File: src/rtl/mips_pkg.sv
// Shared definitions for the I/D cache memory arbiter.
// Holds the default memory block geometry, the arbiter state encoding,
// the grant-history encoding and the D-side command decode helper.
package mips_pkg;

    // Default memory block geometry (block address / block data widths).
    localparam int DEF_ADDR_W = 28;
    localparam int DEF_DATA_W = 128;

    // Arbiter FSM states: one BUSY and one DONE state per requester.
    typedef enum logic [2:0] {
        IDLE   = 3'd0,
        I_BUSY = 3'd1,
        D_BUSY = 3'd2,
        I_DONE = 3'd3,
        D_DONE = 3'd4
    } arb_state_t;

    // Which requester was served most recently.
    typedef enum logic {
        GRANT_I = 1'b0,
        GRANT_D = 1'b1
    } grant_t;

    // Memory command as presented on the shared port.
    typedef struct packed {
        logic rd;
        logic wr;
    } mem_cmd_t;

    // D-cache command decode: a write takes precedence when the D-cache
    // raises read and write together, so the two strobes never overlap.
    function automatic mem_cmd_t dc_cmd(input logic rd, input logic wr);
        mem_cmd_t c;
        c.wr = wr;
        c.rd = rd & ~wr;
        return c;
    endfunction

endpackage

File: src/rtl/mem_arbiter_if.sv
// Bundle of the I-cache, D-cache and shared memory port signals.
// Ports: ic_* (I-cache read request/response), dc_* (D-cache read/write
// request/response), mem_* (registered shared memory port and its response).
interface mem_arbiter_if
    import mips_pkg::*;
#(
    parameter int ADDR_W = DEF_ADDR_W,
    parameter int DATA_W = DEF_DATA_W
) ();

    // I-cache side: request held until ic_ready pulses.
    logic              ic_read;
    logic [ADDR_W-1:0] ic_addr;
    logic [DATA_W-1:0] ic_rdata;
    logic              ic_ready;

    // D-cache side: request held until dc_ready pulses.
    logic              dc_read;
    logic              dc_write;
    logic [ADDR_W-1:0] dc_addr;
    logic [DATA_W-1:0] dc_wdata;
    logic [DATA_W-1:0] dc_rdata;
    logic              dc_ready;

    // Shared memory port.
    logic              mem_read;
    logic              mem_write;
    logic [ADDR_W-1:0] mem_addr;
    logic [DATA_W-1:0] mem_wdata;
    logic [DATA_W-1:0] mem_rdata;
    logic              mem_ready;

    // Arbiter view: it serves both caches and masters the memory port.
    modport master (
        input  ic_read, ic_addr,
        input  dc_read, dc_write, dc_addr, dc_wdata,
        input  mem_rdata, mem_ready,
        output ic_rdata, ic_ready,
        output dc_rdata, dc_ready,
        output mem_read, mem_write, mem_addr, mem_wdata
    );

    // Environment view: caches and memory surrounding the arbiter.
    modport slave (
        output ic_read, ic_addr,
        output dc_read, dc_write, dc_addr, dc_wdata,
        output mem_rdata, mem_ready,
        input  ic_rdata, ic_ready,
        input  dc_rdata, dc_ready,
        input  mem_read, mem_write, mem_addr, mem_wdata
    );

endinterface

File: src/rtl/arb_pick2.sv
// Two-way round-robin pick between the I-cache and D-cache requests.
// Latency: purely combinational, result used in the same cycle.
// Backpressure: none; the caller only samples grant_d while idle.
// Ports: req_i / req_d (pending requests), last_grant (most recent winner),
// grant_d (1 = D-cache wins, 0 = I-cache wins or nobody requests D).
module arb_pick2
    import mips_pkg::*;
(
    input  logic   req_i,
    input  logic   req_d,
    input  grant_t last_grant,
    output logic   grant_d
);

    // D wins when it is alone, or on a conflict when I was served last.
    assign grant_d = req_d && (!req_i || (last_grant == GRANT_I));

endmodule

File: src/rtl/mem_arbiter.sv
// Shares one memory port between an I-cache and a D-cache, round-robin on conflicts.
// Latency: mem_* registered 1 cycle after request; ready pulses 1 cycle after mem_ready.
// Backpressure: requests held until ready; one transaction in flight, mem_* held until mem_ready.
// Ports: clk, rst (synchronous, active-high), bus (mem_arbiter_if.master:
// ic_* / dc_* cache request and response, mem_* shared memory port).
module mem_arbiter
    import mips_pkg::*;
#(
    parameter int ADDR_W = DEF_ADDR_W,
    parameter int DATA_W = DEF_DATA_W
) (
    input  logic          clk,
    input  logic          rst,
    mem_arbiter_if.master bus
);

    arb_state_t        state;
    arb_state_t        state_nxt;
    grant_t            last_grant;

    logic              req_i;
    logic              req_d;
    logic              grant_d;
    mem_cmd_t          d_cmd;

    logic              mem_read_q;
    logic              mem_write_q;
    logic [ADDR_W-1:0] mem_addr_q;
    logic [DATA_W-1:0] mem_wdata_q;
    logic [DATA_W-1:0] ic_rdata_q;
    logic [DATA_W-1:0] dc_rdata_q;
    logic              ic_ready_c;
    logic              dc_ready_c;

    assign req_i = bus.ic_read;
    assign req_d = bus.dc_read | bus.dc_write;
    assign d_cmd = dc_cmd(bus.dc_read, bus.dc_write);

    arb_pick2 u_pick (
        .req_i      (req_i),
        .req_d      (req_d),
        .last_grant (last_grant),
        .grant_d    (grant_d)
    );

    // ------------------------------------------------------------------
    // FSM state register
    // ------------------------------------------------------------------
    always_ff @(posedge clk) begin
        if (rst) begin
            state <= IDLE;
        end else begin
            state <= state_nxt;
        end
    end

    // ------------------------------------------------------------------
    // FSM next state and ready pulses. Ready is decoded from the DONE
    // states, which last exactly one cycle, so each pulse is one cycle
    // wide and the two readies are mutually exclusive by construction.
    // ------------------------------------------------------------------
    always_comb begin
        state_nxt  = state;
        ic_ready_c = 1'b0;
        dc_ready_c = 1'b0;
        case (state)
            IDLE: begin
                if (grant_d) begin
                    state_nxt = D_BUSY;
                end else if (req_i) begin
                    state_nxt = I_BUSY;
                end
            end
            I_BUSY: begin
                if (bus.mem_ready) begin
                    state_nxt = I_DONE;
                end
            end
            D_BUSY: begin
                if (bus.mem_ready) begin
                    state_nxt = D_DONE;
                end
            end
            I_DONE: begin
                ic_ready_c = 1'b1;
                state_nxt  = IDLE;
            end
            D_DONE: begin
                dc_ready_c = 1'b1;
                state_nxt  = IDLE;
            end
            default: begin
                state_nxt = IDLE;
            end
        endcase
    end

    // ------------------------------------------------------------------
    // Datapath: memory request registers, per-requester read data and
    // grant history. mem_ready is only looked at in the BUSY states, so
    // a stray or late response in IDLE/DONE has no effect.
    // ------------------------------------------------------------------
    always_ff @(posedge clk) begin
        if (rst) begin
            last_grant  <= GRANT_I;
            mem_read_q  <= 1'b0;
            mem_write_q <= 1'b0;
            mem_addr_q  <= '0;
            mem_wdata_q <= '0;
            ic_rdata_q  <= '0;
            dc_rdata_q  <= '0;
        end else begin
            case (state)
                IDLE: begin
                    if (grant_d) begin
                        mem_read_q  <= d_cmd.rd;
                        mem_write_q <= d_cmd.wr;
                        mem_addr_q  <= bus.dc_addr;
                        mem_wdata_q <= bus.dc_wdata;
                    end else if (req_i) begin
                        mem_read_q  <= 1'b1;
                        mem_write_q <= 1'b0;
                        mem_addr_q  <= bus.ic_addr;
                        mem_wdata_q <= '0;
                    end
                end
                I_BUSY: begin
                    if (bus.mem_ready) begin
                        mem_read_q  <= 1'b0;
                        mem_write_q <= 1'b0;
                        ic_rdata_q  <= bus.mem_rdata;
                    end
                end
                D_BUSY: begin
                    if (bus.mem_ready) begin
                        mem_read_q  <= 1'b0;
                        mem_write_q <= 1'b0;
                        // A write completion carries no data for the D-cache.
                        if (mem_read_q) begin
                            dc_rdata_q <= bus.mem_rdata;
                        end
                    end
                end
                I_DONE: begin
                    last_grant <= GRANT_I;
                end
                D_DONE: begin
                    last_grant <= GRANT_D;
                end
                default: begin
                end
            endcase
        end
    end

    assign bus.mem_read  = mem_read_q;
    assign bus.mem_write = mem_write_q;
    assign bus.mem_addr  = mem_addr_q;
    assign bus.mem_wdata = mem_wdata_q;
    assign bus.ic_rdata  = ic_rdata_q;
    assign bus.dc_rdata  = dc_rdata_q;
    assign bus.ic_ready  = ic_ready_c;
    assign bus.dc_ready  = dc_ready_c;

endmodule

File: src/flat_wrapper.sv
// flat-port wrapper written by rule: the top's interface ports become plain ports
module mem_arbiter_flat import mips_pkg::*;
#(
    parameter int ADDR_W = DEF_ADDR_W,
    parameter int DATA_W = DEF_DATA_W
)
  (clk, rst, bus_ic_read, bus_ic_addr, bus_dc_read, bus_dc_write, bus_dc_addr, bus_dc_wdata, bus_mem_rdata, bus_mem_ready, bus_ic_rdata, bus_ic_ready, bus_dc_rdata, bus_dc_ready, bus_mem_read, bus_mem_write, bus_mem_addr, bus_mem_wdata);
  mem_arbiter_if #(.ADDR_W(ADDR_W), .DATA_W(DATA_W)) bus_i ();
  input  logic clk;
  input  logic rst;
  input wire logic [$bits(bus_i.ic_read)-1:0] bus_ic_read;
  input wire logic [$bits(bus_i.ic_addr)-1:0] bus_ic_addr;
  input wire logic [$bits(bus_i.dc_read)-1:0] bus_dc_read;
  input wire logic [$bits(bus_i.dc_write)-1:0] bus_dc_write;
  input wire logic [$bits(bus_i.dc_addr)-1:0] bus_dc_addr;
  input wire logic [$bits(bus_i.dc_wdata)-1:0] bus_dc_wdata;
  input wire logic [$bits(bus_i.mem_rdata)-1:0] bus_mem_rdata;
  input wire logic [$bits(bus_i.mem_ready)-1:0] bus_mem_ready;
  output wire logic [$bits(bus_i.ic_rdata)-1:0] bus_ic_rdata;
  output wire logic [$bits(bus_i.ic_ready)-1:0] bus_ic_ready;
  output wire logic [$bits(bus_i.dc_rdata)-1:0] bus_dc_rdata;
  output wire logic [$bits(bus_i.dc_ready)-1:0] bus_dc_ready;
  output wire logic [$bits(bus_i.mem_read)-1:0] bus_mem_read;
  output wire logic [$bits(bus_i.mem_write)-1:0] bus_mem_write;
  output wire logic [$bits(bus_i.mem_addr)-1:0] bus_mem_addr;
  output wire logic [$bits(bus_i.mem_wdata)-1:0] bus_mem_wdata;
  assign bus_i.ic_read = bus_ic_read;
  assign bus_i.ic_addr = bus_ic_addr;
  assign bus_i.dc_read = bus_dc_read;
  assign bus_i.dc_write = bus_dc_write;
  assign bus_i.dc_addr = bus_dc_addr;
  assign bus_i.dc_wdata = bus_dc_wdata;
  assign bus_i.mem_rdata = bus_mem_rdata;
  assign bus_i.mem_ready = bus_mem_ready;
  assign bus_ic_rdata = bus_i.ic_rdata;
  assign bus_ic_ready = bus_i.ic_ready;
  assign bus_dc_rdata = bus_i.dc_rdata;
  assign bus_dc_ready = bus_i.dc_ready;
  assign bus_mem_read = bus_i.mem_read;
  assign bus_mem_write = bus_i.mem_write;
  assign bus_mem_addr = bus_i.mem_addr;
  assign bus_mem_wdata = bus_i.mem_wdata;
  mem_arbiter #(.ADDR_W(ADDR_W), .DATA_W(DATA_W)) u_core (.clk(clk), .rst(rst), .bus(bus_i));
endmodule
File: config.mk
export PLATFORM = sky130hd
export DESIGN_NAME = mem_arbiter_flat
export DESIGN_NICKNAME = d
export VERILOG_FILES = /design/src/rtl/mips_pkg.sv /design/src/rtl/mem_arbiter_if.sv /design/src/rtl/arb_pick2.sv /design/src/rtl/mem_arbiter.sv /design/src/flat_wrapper.sv
export SDC_FILE = /design/constraint.sdc
export NUM_CORES = 1
export LEC_CHECK = 0
export CAP_MARGIN = 20
export CORE_AREA = 8 8 283 285
export DETAILED_ROUTE_END_ITERATION = 6
export DIE_AREA = 0 0 291 293
export PLACE_DENSITY = 0.54
export SLEW_MARGIN = 25
export SYNTH_ARGS = -nofsm -noshare
export SYNTH_HDL_FRONTEND = slang
export SYNTH_SLANG_ARGS = --single-unit
File: constraint.sdc
create_clock -name clk -period 4.6 [get_ports clk]
set_clock_uncertainty 0.1 [all_clocks]
set_input_delay 0.46 -clock clk [delete_from_list [all_inputs] [get_ports clk]]
set_output_delay 0.46 -clock clk [all_outputs]
set_load 0.01 [all_outputs]
After elaboration in Yosys (flattened, before gate mapping)
Index checks and enable logic that the tools add are counted.
Widths: inputs -> output; s select.
- input port bits: 318
- ROM bits: 0
- register bits: 418
- logic and storage cells: 52
- output and inout port bits: 416
- RAM bits: 0
- bits in latches: 0
- memories: 0
- shift-type cells: 0
- reduce and logical (&&, ||, !) cells: 13
- $lt $le $gt $ge: 0
- eq/ne operators: 8
- div/mod/pow operators: 0
- bitwise gates (word level): 4
- multiply operators: 0
- add/sub/neg operators: 0
- muxes and demuxes: 19
- operators with widths (kind ; count):
    $mux 128 ; 2
    $mux 28 ; 2
    $mux 3 ; 4
    $pmux 3 s3 ; 1
    $reduce_and 3->1 ; 3
    $mux 1 ; 7
    $eq 3x2->1 const B ; 2
    $pmux 1 s2 ; 3
    $reduce_bool 2->1 ; 3
    $ne 2x2->1 const B ; 2
    $reduce_and 2->1 ; 2
    $eq 3x1->1 const B ; 1
    $eq 3x3->1 const B ; 1
    $logic_not 3->1 ; 1
    $ne 3x2->1 const B ; 1
    $ne 2x1->1 const B ; 1
    $not 1->1 ; 2
    $reduce_or 2->1 ; 1
    $and 1x1->1 ; 1
    $logic_and 1x1->1 ; 1
    $logic_not 1->1 ; 1
    $logic_or 1x1->1 ; 1
    $or 1x1->1 ; 1

Depth between registers and ports, before layout
Gate-level depths: netlist of run 1.
- depth in word-level cells: 5
- depth in mapped cells: 7
- depth with buffers taken out: 3

By module
A second synthesis of run 1 with hierarchy kept.
- cells, all modules: 1877
- area, all modules: 15559.9 sq um
- by module, submodules not included (module ; seq. area each (sq um) ; area each (sq um) ; cells each ; times used):
    mem_arbiter ; 8368.0 ; 15548.7 ; 1876 ; 1
    arb_pick2 ; 0.0 ; 11.3 ; 1 ; 1

Worst setup path before layout of run 1
Ideal clock, no wire load.
- path type: input port to flip-flop
- start: input bus_mem_ready
- end: register u_core.dc_rdata_q[102], in the netlist u_core.bus.dc_rdata[102]
- buffers on the path: 3
- required time: 4368 ps
- path slack: 2976 ps
- stages on the path: 6
- library setup time: 132 ps
- data arrival time: 1392 ps
- path through: or3b_4 buf_6 buf_6 buf_6 o21ai_1 a21oi_1
- cells in the longest elaborated chain, start to end: 1
- ends and longest elaborated chain (item ; line ; source):
    from (decl) ; flat_wrapper.sv:18 ; input wire logic [$bits(bus_i.mem_ready)-1:0] bus_mem_ready;
    $reduce_and 3->1 (no source line) ; n/a ;
    to (signal assigned) ; mem_arbiter.sv:140 ; dc_rdata_q <= bus.mem_rdata;
    to (decl) ; mem_arbiter.sv:31 ; logic [DATA_W-1:0] dc_rdata_q;
No other way between the ends.
A chain may end at the register's enable or synchronous reset.

Worst setup path in the final report of run 1
- start: register u_core.state[2]
- end: output bus_dc_ready
- cells in the longest elaborated chain, start to end: 2
- ends and longest elaborated chain (item ; line ; source):
    from (decl) ; mem_arbiter.sv:17 ; arb_state_t state;
    from (signal assigned) ; mem_arbiter.sv:53 ; state <= state_nxt;
    $eq 3x3->1 ; mem_arbiter.sv:66 ; case (state)
    $mux 1 ; mem_arbiter.sv:66 ;
    to (decl) ; flat_wrapper.sv:22 ; output wire logic [$bits(bus_i.dc_ready)-1:0] bus_dc_ready;
No other way between the ends.

==> impl_metrics.py, run 1 <==
metrics = {
    "timing": {
        "fin_setup_tns_ns": 0,
        "fin_crit_sh_pct": 58.6,
        "min_period_ns": 2.70,
        "hold_viol": 0,
        "max_freq_mhz": 371,
        "tightest_slew_ns": 0.962,
        "slew_headroom_pct": 35.9,
        "rsz0062_at_grt": "false",
        "slew_viol_final": 0,
        "setup_viol": 0,
        "worst_hold_slack_ns": 0.337,
    },
    "drt": {
        "routed_wirelength_um": 73700,
        "drt_iter0_drc": 1030,
        "drc": 0,
        "antenna_left": 0,
        "dr.pass1.iters": 5,
        "viasPerCell": 4.58,
        "avgRoutedWirePerCell_um": 20.9,
        "vias": 16200,
    },
    "worst_hold_path": {
        "hold_path_depth": 3,
        "hold_class": "primary input to flip-flop",
        "holdCritStartpoint": "bus_dc_wdata[71]",
        "min_to": "u_core.bus.mem_wdata[71]",
    },
    "yosys": {
        "synth.most_common_cell": "dfxtp_1",
        "synthXorXnorAreaFrac_pct": 0.0560,
        "yosysSeqAreaShare_pct": 53.5,
        "syn_avg_cell_area_um2": 8.26,
        "synth_fp_nets": 2210,
        "yosys-top-cells-area": "dfxtp_1 54%, a21oi_1 13%, nand3_1 8.2%",
        "syn_inst": 1892,
        "synthSimpleGateAreaFrac_pct": 15.4,
        "synth_top_area_share_pct": 53.5,
        "synth_compound_area_share_pct": 23.3,
        "synthArstFlopShare_pct": 0,
        "synthAdderAreaFrac_pct": 0,
        "ys.flop_type": "dfxtp_1",
        "synth_top_family_by_area": "compound AO/OA/AOI/OAI gates",
        "yosysWarnings": 0,
        "synth_largest_area_cell": "dfxtp_1",
        "yosys.cell_types.count": 35,
        "synth.mux.area_fraction_pct": 1.92,
        "synth_edf_count": 0,
        "synth_top_cells_by_count": "418 x dfxtp_1, 413 x a21oi_1, 261 x nand2_1",
        "netlist_area_mm2": 0.0156,
        "ys_seq_elements": 418,
    },
    "die": {
        "die_y_um": 293,
        "fp.dieArea_mm2": 0.0853,
        "fp.dieW_um": 291,
        "coreArea_mm2": 0.0754,
        "fp-row-count": 101,
        "ios": 734,
        "start_util_pct": 20.7,
    },
    "final_layout": {
        "layout.cells.non_filler": 3532,
        "area_growth_pct": 62.4,
        "drive_gt1_share_pct": 4.79,
        "layout.nets": 2830,
        "fin_area_mm2": 0.0254,
    },
    "power": {
        "p_int_w": 0.00735,
        "p_seq_share_pct": 39.1,
        "combinationalPowerShare_pct": 23.6,
        "power_density_mw_per_mm2": 413,
        "p_switching_w": 0.00315,
        "vdd_ir_drop_max_mv": 0.241,
        "fin_total_pwr_w": 0.0105,
        "p_leak_nw": 8.53,
        "swShare_pct": 30.0,
        "p_clk_share_pct": 37.3,
    },
    "critical_path": {
        "worstPathRequired_ns": 4.04,
        "r2r_cells": 4,
        "path_delay_family": "flip-flops",
        "slowest_stage": "dfxtp_1",
        "critPathMaxStageDelay_ns": 0.63,
        "cp-start-kind": "flip-flop",
        "path_buf_inv": 1,
        "cp.arrival_ns": 2.14,
        "worstPathMaxFanout": 13,
        "path_cells": "nor3b_1 -> clkdlybuf4s50_1",
        "r2r_start": "u_core.state[1]",
        "crit_type": "flip-flop to primary output",
        "reg2reg_slack_ns": 2.10,
        "worstSetupEndpointType": "primary output",
        "r2r-end": "u_core.bus.dc_rdata[20]",
    },
    "global_routing": {
        "overflow": 0,
        "track_usage_pct": 16.1,
        "grt_pass1_wl_um": 108000,
        "grt_pass1_vias": 16200,
        "grt_max_degree": 129,
        "antenna_found_initial": 13,
    },
    "placed_design": {
        "place_inst": 3439,
        "routabilityCongestion": 0.783,
        "place_area_mm2": 0.0238,
        "dp.final_hpwl_um": 51800,
        "port_buffers": 733,
    },
    "clock_network": {
        "cts_tree": "yes",
        "cts_max_path_buffers": 3,
        "htreeDepth": 2,
        "numCtsBuffers": 49,
        "clock_sinks": 418,
        "root_buffer": "clkbuf_16",
        "insertion_delay_ns": 0.58,
        "clkTransAtPathRegs_ns": 0.06,
        "cts.repair.resized": 0,
        "holdBufCountCts": 0,
        "cts_setup_buffers": 0,
    },
    "job": {
        "maxCapViolations": 0,
    },
    "status": {
        "status": "finished, final reports clean",
    },
}
-- kinds of logic (layout without fill, tap and decap cells) --
logic type,Yosys count,after routing
DFF,418,418
and+or+nand+nor,535,535
xor gates and xnor gates,1,1
muxes,30,30
other,0,9
AOI/OAI and AO/OA,706,706
buffers and inverters,202,855
-- tightest hold or removal path: stages --
cell and delay (ns):
clkdlybuf4s50_1 0.39, nand3_1 0.06, a21oi_1 0.06
-- worst max-delay path by stage --
stage	startpoint	cells after the start	end
floorplan	bus_mem_ready	6	u_core.bus.dc_rdata[102]
CTS	u_core.state[2]	2	bus_dc_ready
global placement	bus_ic_read	5	u_core.state[0]
global route	u_core.state[2]	2	bus_dc_ready
finish	u_core.state[2]	2	bus_dc_ready
detailed placement	bus_ic_read	5	u_core.state[0]
-- per-layer routing --
layer	vias to the layer above	part of all wire [%]	track usage, %
met4	8	2.8	5.37
met2	555	49	27.4
met1	7636	39	18.2
li1	7868	-	-
met3	109	9.3	6.71
met5	-	0.069	0
-- state kept, by name (all words and copies together) (netlist names) --
register and flops:
u_core.bus.mem_read 1, u_core.state 3, u_core.bus.ic_rdata 128, u_core.bus.mem_wdata 128, u_core.bus.mem_write 1, u_core.bus.dc_rdata 128
u_core.bus.mem_addr 28, u_core.last_grant 1
-- power by group through the flow --
stage               Combinational [W]  Sequential [W]  Clock (W)
floorplan                     0.00103         0.00429          0
global placement              0.00251         0.00417          0
CTS                           0.00251         0.00410    0.00407
detailed placement            0.00251         0.00418          0
global route                  0.00268         0.00414    0.00418
finish                        0.00248         0.00410    0.00391
-- through the flow --
step                      worst slack, ns  util, %
after floorplan                      2.98        -
after global placement               1.84     31.5
after detailed placement             1.81     31.5
after CTS                            1.84     33.6
after global routing                 1.71     33.6
final                                1.90     33.6
-- cell usage in the layout (no fill, tap or decap), drive strengths merged, types with 3 or more instances in the layout --
master	count
nor2	4
a21oi	413
o21ai	257
diode	9
clkinv	4
clkbuf	75
nor3	4
nand3	256
dfxtp	418
a211oi	28
mux2i	30
nand2	261
inv	3
clkdlybuf4s50	732
buf	38
-- final cells by class --
cell class,count,area (um^2)
clock inverters,9,128
well taps,978,1220
flip-flops and latches,418,8370
repair buffers,770,7760
clock buffers,75,1470
inverters,1,3.75
diodes,9,22.5
multi-input cells,1272,6420
fillers,8006,50100
(Power assumes the default switching activity.)
==> run 2: changes to the inputs <==
--- a/config.mk
+++ b/config.mk
@@ -6,10 +6,10 @@
 export NUM_CORES = 1
 export LEC_CHECK = 0
 export CAP_MARGIN = 20
-export CORE_AREA = 8 8 283 285
+export CORE_AREA = 8 8 278 280
 export DETAILED_ROUTE_END_ITERATION = 6
-export DIE_AREA = 0 0 291 293
-export PLACE_DENSITY = 0.54
+export DIE_AREA = 0 0 286 288
+export PLACE_DENSITY = 0.57
 export SLEW_MARGIN = 25
 export SYNTH_ARGS = -nofsm -noshare
 export SYNTH_HDL_FRONTEND = slang
==> constraint.sdc (replaced) <==
create_clock -name clk -period 2.3 [get_ports clk]
set_clock_uncertainty 0.1 [all_clocks]
set_input_delay 0.23 -clock clk [delete_from_list [all_inputs] [get_ports clk]]
set_output_delay 0.23 -clock clk [all_outputs]
set_load 0.01 [all_outputs]
==> impl_metrics.py, run 2 (synthesis gave the netlist of run 1 again) <==
metrics = {
    "drt": {
        "antenna_left": 0,
        "avgRoutedWirePerCell_um": 20.0,
        "viasPerCell": 4.60,
        "drt_iter0_drc": 911,
        "vias": 16300,
        "drc": 0,
        "dr.pass1.iters": 5,
        "routed_wirelength_um": 70900,
    },
    "die": {
        "coreArea_mm2": 0.0726,
        "fp.dieArea_mm2": 0.0824,
        "die_y_um": 288,
        "start_util_pct": 21.5,
        "fp-row-count": 99,
        "ios": 734,
        "fp.dieW_um": 286,
    },
    "timing": {
        "setup_viol": 0,
        "rsz0062_at_grt": "false",
        "slew_headroom_pct": 66.5,
        "fin_crit_sh_pct": 86.2,
        "hold_viol": 0,
        "tightest_slew_ns": 0.502,
        "fin_setup_tns_ns": 0,
        "max_freq_mhz": 504,
        "min_period_ns": 1.98,
        "slew_viol_final": 0,
    },
    "clock_network": {
        "root_buffer": "clkbuf_16",
        "htreeDepth": 2,
        "numCtsBuffers": 49,
        "clkTransAtPathRegs_ns": 0.06,
        "cts_tree": "yes",
        "clock_sinks": 418,
        "cts_setup_buffers": 0,
        "cts_max_path_buffers": 3,
        "insertion_delay_ns": 0.58,
    },
    "placed_design": {
        "port_buffers": 733,
        "dp.final_hpwl_um": 51700,
        "routabilityCongestion": 0.843,
    },
    "critical_path": {
        "path_buf_inv": 1,
        "worstPathMaxFanout": 4,
        "r2r_start": "u_core.state[0]",
        "path_delay_family": "buffers and inverters",
        "r2r_cells": 4,
        "worstSetupEndpointType": "primary output",
        "reg2reg_slack_ns": 0.51,
        "cp.arrival_ns": 1.65,
        "startpoint": "u_core.bus.mem_read",
        "crit_type": "flip-flop to primary output",
        "cp-start-kind": "flip-flop",
        "critPathMaxStageDelay_ns": 0.63,
        "path_cells": "clkdlybuf4s50_1",
        "slowest_stage": "clkdlybuf4s50_1",
        "r2r-end": "u_core.bus.mem_wdata[9]",
        "worstPathRequired_ns": 1.97,
    },
    "worst_hold_path": {
        "hold_path_depth": 3,
        "hold_class": "primary input to flip-flop",
        "min_to": "u_core.bus.mem_wdata[85]",
        "holdCritStartpoint": "bus_dc_wdata[85]",
    },
    "power": {
        "vdd_ir_drop_max_mv": 0.529,
        "p_leak_nw": 8.87,
        "power_density_mw_per_mm2": 823,
    },
    "status": {
        "status": "finished, final reports clean",
    },
    "final_layout": {
        "layout.nets": 2867,
        "fin_util_pct": 35.7,
        "drive_gt1_share_pct": 6.57,
        "final_cell_mix": "730 x clkdlybuf4s50_1, 415 x dfxtp_1, 413 x a21oi_1, 260 x nand2_1, 256 x nand3_1",
        "area_growth_pct": 65.8,
        "layout_commonest_cell": "clkdlybuf4s50_1",
    },
    "global_routing": {
        "grt_max_degree": 109,
        "overflow": 0,
        "grt_pass1_wl_um": 104000,
        "antenna_found_initial": 7,
        "track_usage_pct": 16.0,
        "grt_pass1_vias": 16200,
    },
    "job": {
        "maxCapViolations": 0,
    },
}
## run 2: repair_timing
item / 4_1_cts / 5_1_grt
hold endpoints to repair: 32 / 0
resized for setup: 5 / 2
setup endpoints to repair: 2 / 2
hold buffers: 1 / 0
## run 2: worst max-delay path by stage
stage,to,slack [ns],cells past startpoint
floorplan,u_core.bus.dc_rdata[102],0.68,7
global placement,u_core.bus.mem_addr[16],0.26,5
detailed placement,u_core.bus.dc_rdata[30],0.24,5
CTS,bus_ic_ready,0.009,3
global route,bus_mem_read,0.17,1
finish,bus_mem_read,0.32,1
## run 2: cell type report
class                      count  area (um^2)
multi-input combinational   1272         6420
fill                        7609        46700
inverter                       1         3.75
sequential                   418         8370
tap                          959         1200
clock inverter                13          129
clock buffer                  76         1530
antenna                        6         15.0
timing repair buffer         807         8240
## run 2: layer usage
layer  vias to the layer above  share of wire, %  GRT usage [%]
met2                       560                49           27.1
met4                         0               3.1           5.78
met1                      7736                40           18.6
met3                       109               8.3           5.61
met5                         -                 0              0
li1                       7944                 -              -
## run 2: metrics by stage
step / total power (W) / cells / instance area (um^2) / setup WS (ns) / hold slack, ns
6_report: 0.0213 / 3552 / 25900 / 0.316 / 0.117
5_1_grt: 0.0223 / 3552 / 25900 / 0.175 / 0.0784
4_1_cts: 0.0216 / 3546 / 25900 / 0.00940 / 0.0644
3_5_place_dp: 0.0135 / 3456 / 24200 / 0.243 / 0.346
3_3_place_gp: 0.0135 / 3456 / 24200 / 0.258 / 0.340
2_1_floorplan: 0.0106 / 1892 / 15600 / 0.679 / 0.266
## run 2: where the power goes
part / total [W] / internal, W / switching, W
sequential: 0.00820 / 0.00787 / 0.000326
clock: 0.00800 / 0.00478 / 0.00322
combinational: 0.00514 / 0.00242 / 0.00272
total: 0.0213 / 0.0151 / 0.00626
==> run 3: changes to the inputs <==
--- a/config.mk
+++ b/config.mk
@@ -9,7 +9,9 @@
 export CORE_AREA = 8 8 278 280
 export DETAILED_ROUTE_END_ITERATION = 6
 export DIE_AREA = 0 0 286 288
+export MAX_ROUTING_LAYER = met4
 export PLACE_DENSITY = 0.57
+export SKIP_CTS_REPAIR_TIMING = 1
 export SLEW_MARGIN = 25
 export SYNTH_ARGS = -nofsm -noshare
 export SYNTH_HDL_FRONTEND = slang
==> impl_metrics.py, run 3 (synthesis gave the netlist of run 1 again) <==
metrics = {
    "clock_network": {
        "root_buffer": "clkbuf_16",
        "clkTransAtPathRegs_ns": 0.06,
        "insertion_delay_ns": 0.58,
        "numCtsBuffers": 49,
        "cts_tree": "yes",
        "clock_sinks": 418,
        "htreeDepth": 2,
        "cts_max_path_buffers": 3,
    },
    "critical_path": {
        "worstSetupEndpointType": "primary output",
        "r2r_start": "u_core.state[0]",
        "r2r-end": "u_core.bus.mem_wdata[71]",
        "path_buf_inv": 1,
        "cp.arrival_ns": 1.65,
        "critPathMaxStageDelay_ns": 0.63,
        "crit_type": "flip-flop to primary output",
        "worstPathMaxFanout": 4,
        "slowest_stage": "clkdlybuf4s50_1",
        "r2r_cells": 4,
        "worstPathRequired_ns": 1.97,
        "path_delay_family": "buffers and inverters",
        "cp-start-kind": "flip-flop",
        "path_cells": "clkdlybuf4s50_1",
        "reg2reg_slack_ns": 0.51,
    },
    "placed_design": {
        "place_area_mm2": 0.0242,
        "port_buffers": 733,
        "dp.final_hpwl_um": 51700,
        "routabilityCongestion": 0.856,
    },
    "worst_hold_path": {
        "min_to": "u_core.bus.mem_wdata[85]",
        "hold_path_depth": 3,
        "hold_class": "primary input to flip-flop",
        "holdCritStartpoint": "bus_dc_wdata[85]",
    },
    "global_routing": {
        "antenna_found_initial": 6,
        "grt_pass1_vias": 16200,
        "grt_max_degree": 109,
        "grt_pass1_wl_um": 104000,
        "track_usage_pct": 16.5,
        "overflow": 0,
    },
    "final_layout": {
        "layout.nets": 2867,
        "nFillCells": 7609,
        "fin_util_pct": 35.7,
        "regArea_mm2": 0.00837,
        "fin_area_mm2": 0.0259,
        "final_cell_mix": "730 x clkdlybuf4s50_1, 415 x dfxtp_1, 413 x a21oi_1, 260 x nand2_1, 256 x nand3_1",
        "drive_gt1_share_pct": 6.57,
        "multi_input_area_mm2": 0.00642,
        "layout_commonest_cell": "clkdlybuf4s50_1",
        "area_growth_pct": 65.8,
    },
    "drt": {
        "viasPerCell": 4.60,
        "dr.pass1.iters": 5,
        "routed_wirelength_um": 70800,
        "avgRoutedWirePerCell_um": 19.9,
        "antenna_left": 0,
        "drt_iter0_drc": 979,
        "drc": 0,
        "vias": 16300,
    },
    "timing": {
        "max_freq_mhz": 504,
        "rsz0062_at_grt": "false",
        "slew_viol_final": 0,
        "fin_crit_sh_pct": 86.2,
        "hold_viol": 0,
        "slew_headroom_pct": 66.9,
        "setup_viol": 0,
        "min_period_ns": 1.98,
        "fin_setup_tns_ns": 0,
        "tightest_slew_ns": 0.496,
    },
    "die": {
        "coreArea_mm2": 0.0726,
        "ios": 734,
        "die_y_um": 288,
        "start_util_pct": 21.5,
        "fp.dieArea_mm2": 0.0824,
        "fp.dieW_um": 286,
        "fp-row-count": 99,
    },
    "power": {
        "p_leak_nw": 8.87,
        "fin_total_pwr_w": 0.0213,
        "power_density_mw_per_mm2": 823,
        "vdd_ir_drop_max_mv": 0.527,
    },
    "status": {
        "status": "finished, final reports clean",
    },
    "job": {
        "maxCapViolations": 0,
    },
}
## run 3: worst max-delay path by stage
stage / start / endpoint / slack, ns / cells past startpoint
6_report: u_core.bus.mem_read / bus_mem_read / 0.32 / 1
5_1_grt: u_core.bus.mem_read / bus_mem_read / 0.18 / 1
4_1_cts: u_core.state[2] / bus_dc_ready / -0.21 / 2
3_5_place_dp: bus_mem_ready / u_core.bus.dc_rdata[30] / 0.24 / 5
3_3_place_gp: bus_ic_read / u_core.bus.mem_addr[16] / 0.26 / 5
2_1_floorplan: u_core.state[0] / u_core.bus.dc_rdata[102] / 0.68 / 7
## run 3: per-stage QoR
stage / worst slack (ns) / hold slack (ns) / std cells
final: 0.317 / 0.114 / 3552
after global routing: 0.175 / 0.0772 / 3552
after CTS: -0.208 / -0.0724 / 3545
after detailed placement: 0.243 / 0.346 / 3456
after global placement: 0.258 / 0.340 / 3456
after floorplan: 0.679 / 0.266 / 1892
## run 3: tightest hold or removal path: stages
cell and delay (ns):
clkdlybuf4s50_1 0.39, nand3_1 0.06, a21oi_1 0.06
## run 3: area by class of cell
class                   instances  area share (%)
diodes                          6          0.0579
inverters                       1          0.0145
well taps                     959            4.63
clock inverters                13           0.497
flip-flops and latches        418            32.3
clock buffers                  76            5.90
multi-input cells            1272            24.8
repair buffers                807            31.8
## run 3: per-layer routing
metal	global-route usage [%]	vias to the layer above	wire (um)
li1	-	7937	-
met2	27.0	574	34600
met3	5.42	109	5820
met1	18.7	7705	28200
met4	5.78	0	2170
met5	-	-	0
## run 3: power breakdown
| group | internal, W | leakage (nW) | total (W) | switching (W) |
|---|---|---|---|---|
| Sequential | 0.00787 | 3.40 | 0.00820 | 0.000327 |
| Combinational | 0.00242 | 4.64 | 0.00513 | 0.00271 |
| Clock | 0.00478 | 0.823 | 0.00800 | 0.00321 |
